==> src/rtl/sht40_pkg.sv <==
// -----------------------------------------------------------------------------
// sht40_pkg
// Shared constants for the SHT40 measurement sequencer:
//   - FSM state encodings (plain 4-bit constants)
//   - default SHT40 I2C address and measure command
//   - I2C byte counts for the command write and the result read
//   - saturating 8-bit increment used by the error counter
// -----------------------------------------------------------------------------
package sht40_pkg;

   localparam logic [3:0] ST_IDLE        = 4'd0;
   localparam logic [3:0] ST_CMD_REQ     = 4'd1;
   localparam logic [3:0] ST_CMD_WAIT    = 4'd2;
   localparam logic [3:0] ST_CONV_WAIT   = 4'd3;
   localparam logic [3:0] ST_RD_REQ      = 4'd4;
   localparam logic [3:0] ST_RD_WAIT     = 4'd5;
   localparam logic [3:0] ST_DONE        = 4'd6;
   localparam logic [3:0] ST_FAIL        = 4'd7;
   localparam logic [3:0] ST_PERIOD_WAIT = 4'd8;

   localparam logic [6:0] SHT_ADDR_DEFAULT = 7'h44;
   localparam logic [7:0] MEAS_CMD_DEFAULT = 8'hFD;

   localparam logic [3:0] NBYTES_WRITE = 4'd1;  // single command byte
   localparam logic [3:0] NBYTES_READ  = 4'd6;  // T msb/lsb/crc + RH msb/lsb/crc

   function automatic logic [7:0] sat_inc8(input logic [7:0] value);
      return (value == 8'hFF) ? value : value + 8'd1;
   endfunction

endpackage

==> src/rtl/sht40_cycle_timer.sv <==
// -----------------------------------------------------------------------------
// sht40_cycle_timer
// Load/count/expire down-counter. Pulsing load with len = N makes expired rise
// in the N-th cycle after the load edge, so a state entered on the load edge
// and left on expired dwells exactly N cycles. Once expired it stays expired
// until the next load.
// Ports:
//   clk, rst_n : clock, async active-low reset
//   load       : restart the count on this edge
//   len        : dwell length in cycles (0 behaves like 1)
//   expired    : count has run out
// -----------------------------------------------------------------------------
module sht40_cycle_timer #(
   parameter int WIDTH = 32
) (
   input  logic             clk,
   input  logic             rst_n,
   input  logic             load,
   input  logic [WIDTH-1:0] len,
   output logic             expired
);

   logic [WIDTH-1:0] count;

   // NOTE: state registers use non-blocking (<=) so every flop samples the
   // pre-edge values of its neighbours; blocking here would create order races.
   always_ff @(posedge clk or negedge rst_n) begin
      if (!rst_n) begin
         count <= '0;
      end else if (load) begin
         count <= (len == '0) ? '0 : len - 1'b1;
      end else if (count != '0) begin
         count <= count - 1'b1;
      end
   end

   assign expired = (count == '0);

endmodule

==> src/rtl/sht40_meas_sequencer.sv <==
// -----------------------------------------------------------------------------
// sht40_meas_sequencer
// Drives the shared I2C master through an SHT40 measurement: write the measure
// command, wait the conversion time, read 6 bytes, and collect the temperature
// and humidity words from the CRC/parse block. Failed attempts (NACK, CRC
// error, timeout) are retried up to MAX_RETRY times before raising fault.
// Ports:
//   clk, rst_n        : clock, async active-low reset
//   enable, trigger   : periodic auto-measure enable, one-shot request (IDLE only)
//   i2c_start         : launch pulse for the transaction in i2c_addr/rw/wdata/nbytes
//   i2c_busy/done/nack: master status; nack qualifies done
//   temp_ready_in, rh_ready_in, crc_error_in, temp_raw_in, rh_raw_in : parser
//   temperature, humidity, sample_valid : last good sample and its update pulse
//   busy, fault, err_count              : status
// -----------------------------------------------------------------------------
module sht40_meas_sequencer
   import sht40_pkg::*;
#(
   parameter logic [6:0] SHT_ADDR       = SHT_ADDR_DEFAULT,
   parameter logic [7:0] MEAS_CMD       = MEAS_CMD_DEFAULT,
   parameter int         CONV_CYCLES    = 1_000_000,
   parameter int         PERIOD_CYCLES  = 100_000_000,
   parameter int         TIMEOUT_CYCLES = 2_000_000,
   parameter int         MAX_RETRY      = 3
) (
   input  logic        clk,
   input  logic        rst_n,
   input  logic        enable,
   input  logic        trigger,
   output logic        i2c_start,
   output logic [6:0]  i2c_addr,
   output logic        i2c_rw,
   output logic [7:0]  i2c_wdata,
   output logic [3:0]  i2c_nbytes,
   input  logic        i2c_busy,
   input  logic        i2c_done,
   input  logic        i2c_nack,
   input  logic        temp_ready_in,
   input  logic        rh_ready_in,
   input  logic        crc_error_in,
   input  logic [15:0] temp_raw_in,
   input  logic [15:0] rh_raw_in,
   output logic [15:0] temperature,
   output logic [15:0] humidity,
   output logic        sample_valid,
   output logic        busy,
   output logic        fault,
   output logic [7:0]  err_count
);

   localparam logic [7:0] RETRY_LIMIT = 8'(MAX_RETRY);

   logic [3:0] state;
   logic [3:0] next_state;
   logic [7:0] retry;
   logic       temp_ok;
   logic       rh_ok;
   logic       done_seen;

   logic       conv_expired;
   logic       tmo_expired;
   logic       period_expired;
   logic       enter_cmd;
   logic       enter_meas;
   logic       enter_conv;
   logic       enter_rd;
   logic       enter_wait;
   logic       rd_fail;
   logic       rd_complete;

   assign i2c_addr  = SHT_ADDR;
   assign busy      = (state != ST_IDLE) && (state != ST_PERIOD_WAIT);
   // Combinational so the master can never see start while it reports busy.
   assign i2c_start = ((state == ST_CMD_REQ) || (state == ST_RD_REQ)) && !i2c_busy;

   assign rd_fail     = crc_error_in || (i2c_done && i2c_nack);
   // Done and both CRC-good words may arrive in any order or together.
   assign rd_complete = (done_seen || (i2c_done && !i2c_nack)) &&
                        (temp_ok || temp_ready_in) && (rh_ok || rh_ready_in);

   // NOTE: every variable assigned in always_comb gets a default first so no
   // path leaves it unassigned, which would otherwise infer a latch.
   always_comb begin
      next_state = state;
      case (state)
         ST_IDLE:        if (trigger || enable) next_state = ST_CMD_REQ;
         ST_CMD_REQ:     if (!i2c_busy) next_state = ST_CMD_WAIT;
         ST_CMD_WAIT: begin
            if (i2c_done)         next_state = i2c_nack ? ST_FAIL : ST_CONV_WAIT;
            else if (tmo_expired) next_state = ST_FAIL;
         end
         ST_CONV_WAIT:   if (conv_expired) next_state = ST_RD_REQ;
         ST_RD_REQ:      if (!i2c_busy) next_state = ST_RD_WAIT;
         ST_RD_WAIT: begin
            if (rd_fail)          next_state = ST_FAIL;
            else if (rd_complete) next_state = ST_DONE;
            else if (tmo_expired) next_state = ST_FAIL;
         end
         ST_DONE:        next_state = enable ? ST_PERIOD_WAIT : ST_IDLE;
         ST_FAIL: begin
            if (retry < RETRY_LIMIT) next_state = ST_CMD_REQ;
            else                     next_state = enable ? ST_PERIOD_WAIT : ST_IDLE;
         end
         ST_PERIOD_WAIT: begin
            if (!enable)             next_state = ST_IDLE;
            else if (period_expired) next_state = ST_CMD_REQ;
         end
         default:        next_state = ST_IDLE;
      endcase
   end

   assign enter_cmd  = (next_state == ST_CMD_REQ)   && (state != ST_CMD_REQ);
   assign enter_rd   = (next_state == ST_RD_REQ)    && (state != ST_RD_REQ);
   assign enter_conv = (next_state == ST_CONV_WAIT) && (state != ST_CONV_WAIT);
   assign enter_wait = ((next_state == ST_CMD_WAIT) && (state != ST_CMD_WAIT)) ||
                       ((next_state == ST_RD_WAIT)  && (state != ST_RD_WAIT));
   // Period runs start-to-start between measurements; retries do not restart it.
   assign enter_meas = enter_cmd && ((state == ST_IDLE) || (state == ST_PERIOD_WAIT));

   // Conversion dwell is one short of CONV_CYCLES so the read start lands
   // exactly CONV_CYCLES cycles after the command's done pulse.
   sht40_cycle_timer #(.WIDTH(32)) u_conv_timer (
      .clk     (clk),
      .rst_n   (rst_n),
      .load    (enter_conv),
      .len     (32'(CONV_CYCLES - 1)),
      .expired (conv_expired)
   );

   sht40_cycle_timer #(.WIDTH(32)) u_tmo_timer (
      .clk     (clk),
      .rst_n   (rst_n),
      .load    (enter_wait),
      .len     (32'(TIMEOUT_CYCLES)),
      .expired (tmo_expired)
   );

   sht40_cycle_timer #(.WIDTH(32)) u_period_timer (
      .clk     (clk),
      .rst_n   (rst_n),
      .load    (enter_meas),
      .len     (32'(PERIOD_CYCLES)),
      .expired (period_expired)
   );

   always_ff @(posedge clk or negedge rst_n) begin
      if (!rst_n) begin
         state        <= ST_IDLE;
         retry        <= '0;
         temp_ok      <= 1'b0;
         rh_ok        <= 1'b0;
         done_seen    <= 1'b0;
         i2c_rw       <= 1'b0;
         i2c_wdata    <= '0;
         i2c_nbytes   <= '0;
         temperature  <= '0;
         humidity     <= '0;
         sample_valid <= 1'b0;
         fault        <= 1'b0;
         err_count    <= '0;
      end else begin
         state        <= next_state;
         sample_valid <= 1'b0;

         if (enter_cmd) begin
            i2c_rw     <= 1'b0;
            i2c_wdata  <= MEAS_CMD;
            i2c_nbytes <= NBYTES_WRITE;
         end
         if (enter_rd) begin
            i2c_rw     <= 1'b1;
            i2c_nbytes <= NBYTES_READ;
            temp_ok    <= 1'b0;
            rh_ok      <= 1'b0;
            done_seen  <= 1'b0;
         end

         if (state == ST_RD_WAIT) begin
            if (temp_ready_in)          temp_ok   <= 1'b1;
            if (rh_ready_in)            rh_ok     <= 1'b1;
            if (i2c_done && !i2c_nack)  done_seen <= 1'b1;
         end

         if (state == ST_DONE) begin
            temperature  <= temp_raw_in;
            humidity     <= rh_raw_in;
            sample_valid <= 1'b1;
            fault        <= 1'b0;
            retry        <= '0;
         end

         if (state == ST_FAIL) begin
            err_count <= sat_inc8(err_count);
            if (retry < RETRY_LIMIT) begin
               retry <= retry + 8'd1;
            end else begin
               retry <= '0;
               fault <= 1'b1;
            end
         end
      end
   end

endmodule

==> config.mk <==
export PLATFORM = sky130hd
export DESIGN_NAME = sht40_meas_sequencer
export DESIGN_NICKNAME = d
export VERILOG_FILES = /design/src/rtl/sht40_pkg.sv /design/src/rtl/sht40_cycle_timer.sv /design/src/rtl/sht40_meas_sequencer.sv
export SDC_FILE = /design/constraint.sdc
export NUM_CORES = 1
export LEC_CHECK = 0
export ABC_AREA = 1
export BUFFER_PORTS_ARGS = -buffer_cell sky130_fd_sc_hd__buf_2
export CORE_MARGIN = 2
export CORE_UTILIZATION = 25
export DETAILED_ROUTE_END_ITERATION = 12
export PLACE_DENSITY = 0.51
export SLEW_MARGIN = 40
export SYNTH_ARGS = -nofsm -noshare
export SYNTH_HDL_FRONTEND = slang
export SYNTH_SLANG_ARGS = --single-unit
==> constraint.sdc <==
create_clock -name clk -period 2.8 [get_ports clk]
set_input_delay 0.28 -clock clk [delete_from_list [all_inputs] [get_ports clk]]
set_output_delay 0.28 -clock clk [all_outputs]
set_load 0.03 [all_outputs]
==> metrics <==
static leakage=about 4.8 nW; Worst R2R End=u_conv_timer.count[25]$_DFFE_PN0P_; 1st-pass router iterations=5; DR iter-0 viols=around 360; Non-Filler Instances=roughly 1,600; RSZ-0062 raised after global routing=no; die width=approximately 180 um; power consumption=slightly below 9 mW; Core ar.=approximately 32,000 sq um; Initial Util=0.252; most frequent cells in the layout=nand2_1, nor2_1, dfrtp_1; Post-CTS Repair Setup Buffers=0; most common cell after layout, fill and taps aside=nand2_1; post-synthesis async set-or-reset flop share=1.00; Netlist cell types=45; DRC viols=0; FP Rows=66; Placer Congestion=0.824; grt ovf=0; #FFs+latches synth=156; outcome=finished, final reports clean; layout cells sized above 1=0.165; # H-tree levels=4; min-delay worst type=primary input to flip-flop; Worst Path Required=around 2.5 ns; Worst R2R Path Depth=12; Slew @ Worst Pin=0.602 ns; clock period minus worst slack=between 2 and 3 ns; full die area=34,100 sq um; max_slew headroom=0.598; Area Overhead vs Synth=20.2%; post-DP HPWL=about 14,000 um; Post-Place Worst Slack=0.402 ns; WL final=slightly below 20,000 um; Hold Fails Final Rpt=0; Tot GR Track Use=0.118; syn avg cell area=just under 8 sq um; synthesized area=just over 8000 sq um; Syn Inst Count=between 1,000 and 1,500; diode count=0; CTS sink cnt=156; total negative slack=0 ns; maximum root-to-sink buffer count=2; Via density=approximately 4.2; Nets=1,186; Final WS setup=~0.28 ns; Reg2Reg Setup Slack=~0.37 ns; number of synthesized flops with an enable pin=0; dpl cells=roughly 1,600; Avg WL per Cell=approximately 12 um; Final Max Slew Viols=0; initial antenna violation count=0; number of port buffers=96; area post-placement=approximately 9100 sq um; number of filler cells placed in the layout=approximately 3,500; worst reg2reg path startpoint=u_period_timer.count[25]$_DFFE_PN0P_; worst setup path start=state[0]$_DFF_PN0_; Die Y=between 150 and 200 um; CTS Buf Count=17; synth warn=0; worst setup path end=i2c_start; Setup Viol. Count Final=0; crit start category=flip-flop; Ports=approximately 110; largest fanout on the critical path=14; CTS tree=yes; root buffer cell=clkbuf_16; largest net degree at the start of global routing=about 50; DR vias=roughly 6,700; first-pass GRT wire length=between 30,000 and 40,000 um; area occupied by multi-input gates=approximately 3600 sq um; post-synthesis sequential area ratio=0.479; Crit Path Category=flip-flop to output pin; Final period util=0.900; number of global-route vias before repair=around 6,300; ys flop type=dfrtp_1; sequential cell area=approximately 3900 sq um; fmax=around 400 MHz; Peak VDD IR=between 0.5 and 0.6 mV; Power Density=884 nW/um^2; Max Cap Viol=0; Worst Skew=~0.015 ns; Routed Antenna Nets=0; CTS clock-pin slew for the worst setup and hold paths=~0.070 ns; Finished Cell Area=9800 sq um; crit path capture type=output pin; WP data arrival=around 2.2 ns; worst skew pair latency=about 0.44 ns
cells by family (layout without fill, tap and decap cells):
| group | count (synthesis) | in the layout | share of synthesized area |
|---|---|---|---|
| and+or+nand+nor | 604 | 604 | 0.328 |
| DFF | 156 | 156 | 0.479 |
| buffers and inverters | 154 | 263 | 0.0813 |
| AOI/OAI and AO/OA | 60 | 60 | 0.0439 |
| xor gates and xnor gates | 54 | 54 | 0.0580 |
| adders and majority gates | 5 | 5 | 0.00767 |
| other | 2 | 9 | 0.000921 |
| muxes | 1 | 1 | 0.00138 |
Yosys cell counts (3+ instances only):
| cell | n | area (sq um) |
|---|---|---|
| xnor2_1 | 24 | 210 |
| dfrtp_1 | 156 | 3900 |
| o21ai_0 | 9 | 45.0 |
| nand3_1 | 65 | 325 |
| a31oi_1 | 4 | 25.0 |
| nand3b_1 | 8 | 60.1 |
| o211ai_1 | 6 | 45.0 |
| nor4_1 | 7 | 43.8 |
| a22o_1 | 3 | 26.3 |
| nand2_1 | 258 | 968 |
| nand4_1 | 21 | 131 |
| o21bai_1 | 4 | 30.0 |
| nor3_1 | 23 | 115 |
| nor2_1 | 170 | 638 |
| xor2_1 | 30 | 263 |
| buf_4 | 20 | 150 |
| nor2_4 | 10 | 113 |
| nor2_2 | 10 | 62.6 |
| nand2_2 | 13 | 81.3 |
| inv_1 | 116 | 435 |
| a21oi_1 | 26 | 130 |
| or2_2 | 7 | 43.8 |
| clkbuf_1 | 9 | 33.8 |
| inv_2 | 4 | 15.0 |
| and3_1 | 3 | 18.8 |
| ha_1 | 5 | 62.6 |
critical path, stage by stage (launching register included):
cell	delay, ns
dfrtp_1	0.46
inv_2	0.16
nand2_1	0.14
nor2_1	0.18
nand2_1	0.09
nand2_1	0.46
buf_2	0.31
layer usage:
metal  GRT usage  wire length (um)  part of all wire
met5           0                 0                 0
met4      0.0305               122            0.0063
met3      0.0269               733             0.038
met2       0.177              8260              0.43
met1       0.170             10100              0.53
layout make-up:
type,instances,share of cell area
Timing Repair Buffer,111,0.0640
Multi-Input combinational cell,733,0.369
Clock buffer,21,0.0480
Inverter,120,0.0460
Tap cell,442,0.0564
Sequential cell,156,0.398
Clock inverter,11,0.0184
state kept, by name, indices dropped and copies added (netlist names):
name,count
temp_ok,1
i2c_wdata,1
u_conv_timer.count,32
state,4
temperature,16
retry,8
u_tmo_timer.count,32
humidity,16
i2c_nbytes,2
err_count,8
rh_ok,1
done_seen,1
sample_valid,1
fault,1
u_period_timer.count,32
metrics by stage:
step                      hold WS [ns]   util
after floorplan                -0.0156      -
after global placement           0.267  0.282
after detailed placement         0.261  0.282
after CTS                       0.0238  0.303
after global routing            0.0359  0.303
final                           0.0428  0.303
power by group:
part           total [mW]  switching [mW]  internal (mW)  leakage [nW]
clock network        2.57           0.994           1.58         0.315
logic                2.88            1.99          0.892          2.58
registers            3.21           0.402           2.81          1.88
timing repair:
action,CTS,global route
hold buffers,1,0
endpoints found under the hold margin,46,0
resized for setup,0,0
worst min-delay path by stage:
stage,end,startpoint,slack [ns],cells after the start
after floorplan,done_seen$_DFF_PN0_,rst_n,-0.02,0
after global placement,err_count[7]$_DFFE_PN0P_,rst_n,0.27,1
after detailed placement,err_count[6]$_DFFE_PN0P_,rst_n,0.26,1
after CTS,temperature[2]$_DFFE_PN0P_,temp_raw_in[2],0.02,3
after global routing,temperature[4]$_DFFE_PN0P_,temp_raw_in[4],0.04,3
final,humidity[7]$_DFFE_PN0P_,rh_raw_in[7],0.04,3
No activity file was read; power rests on OpenSTA's default activity.
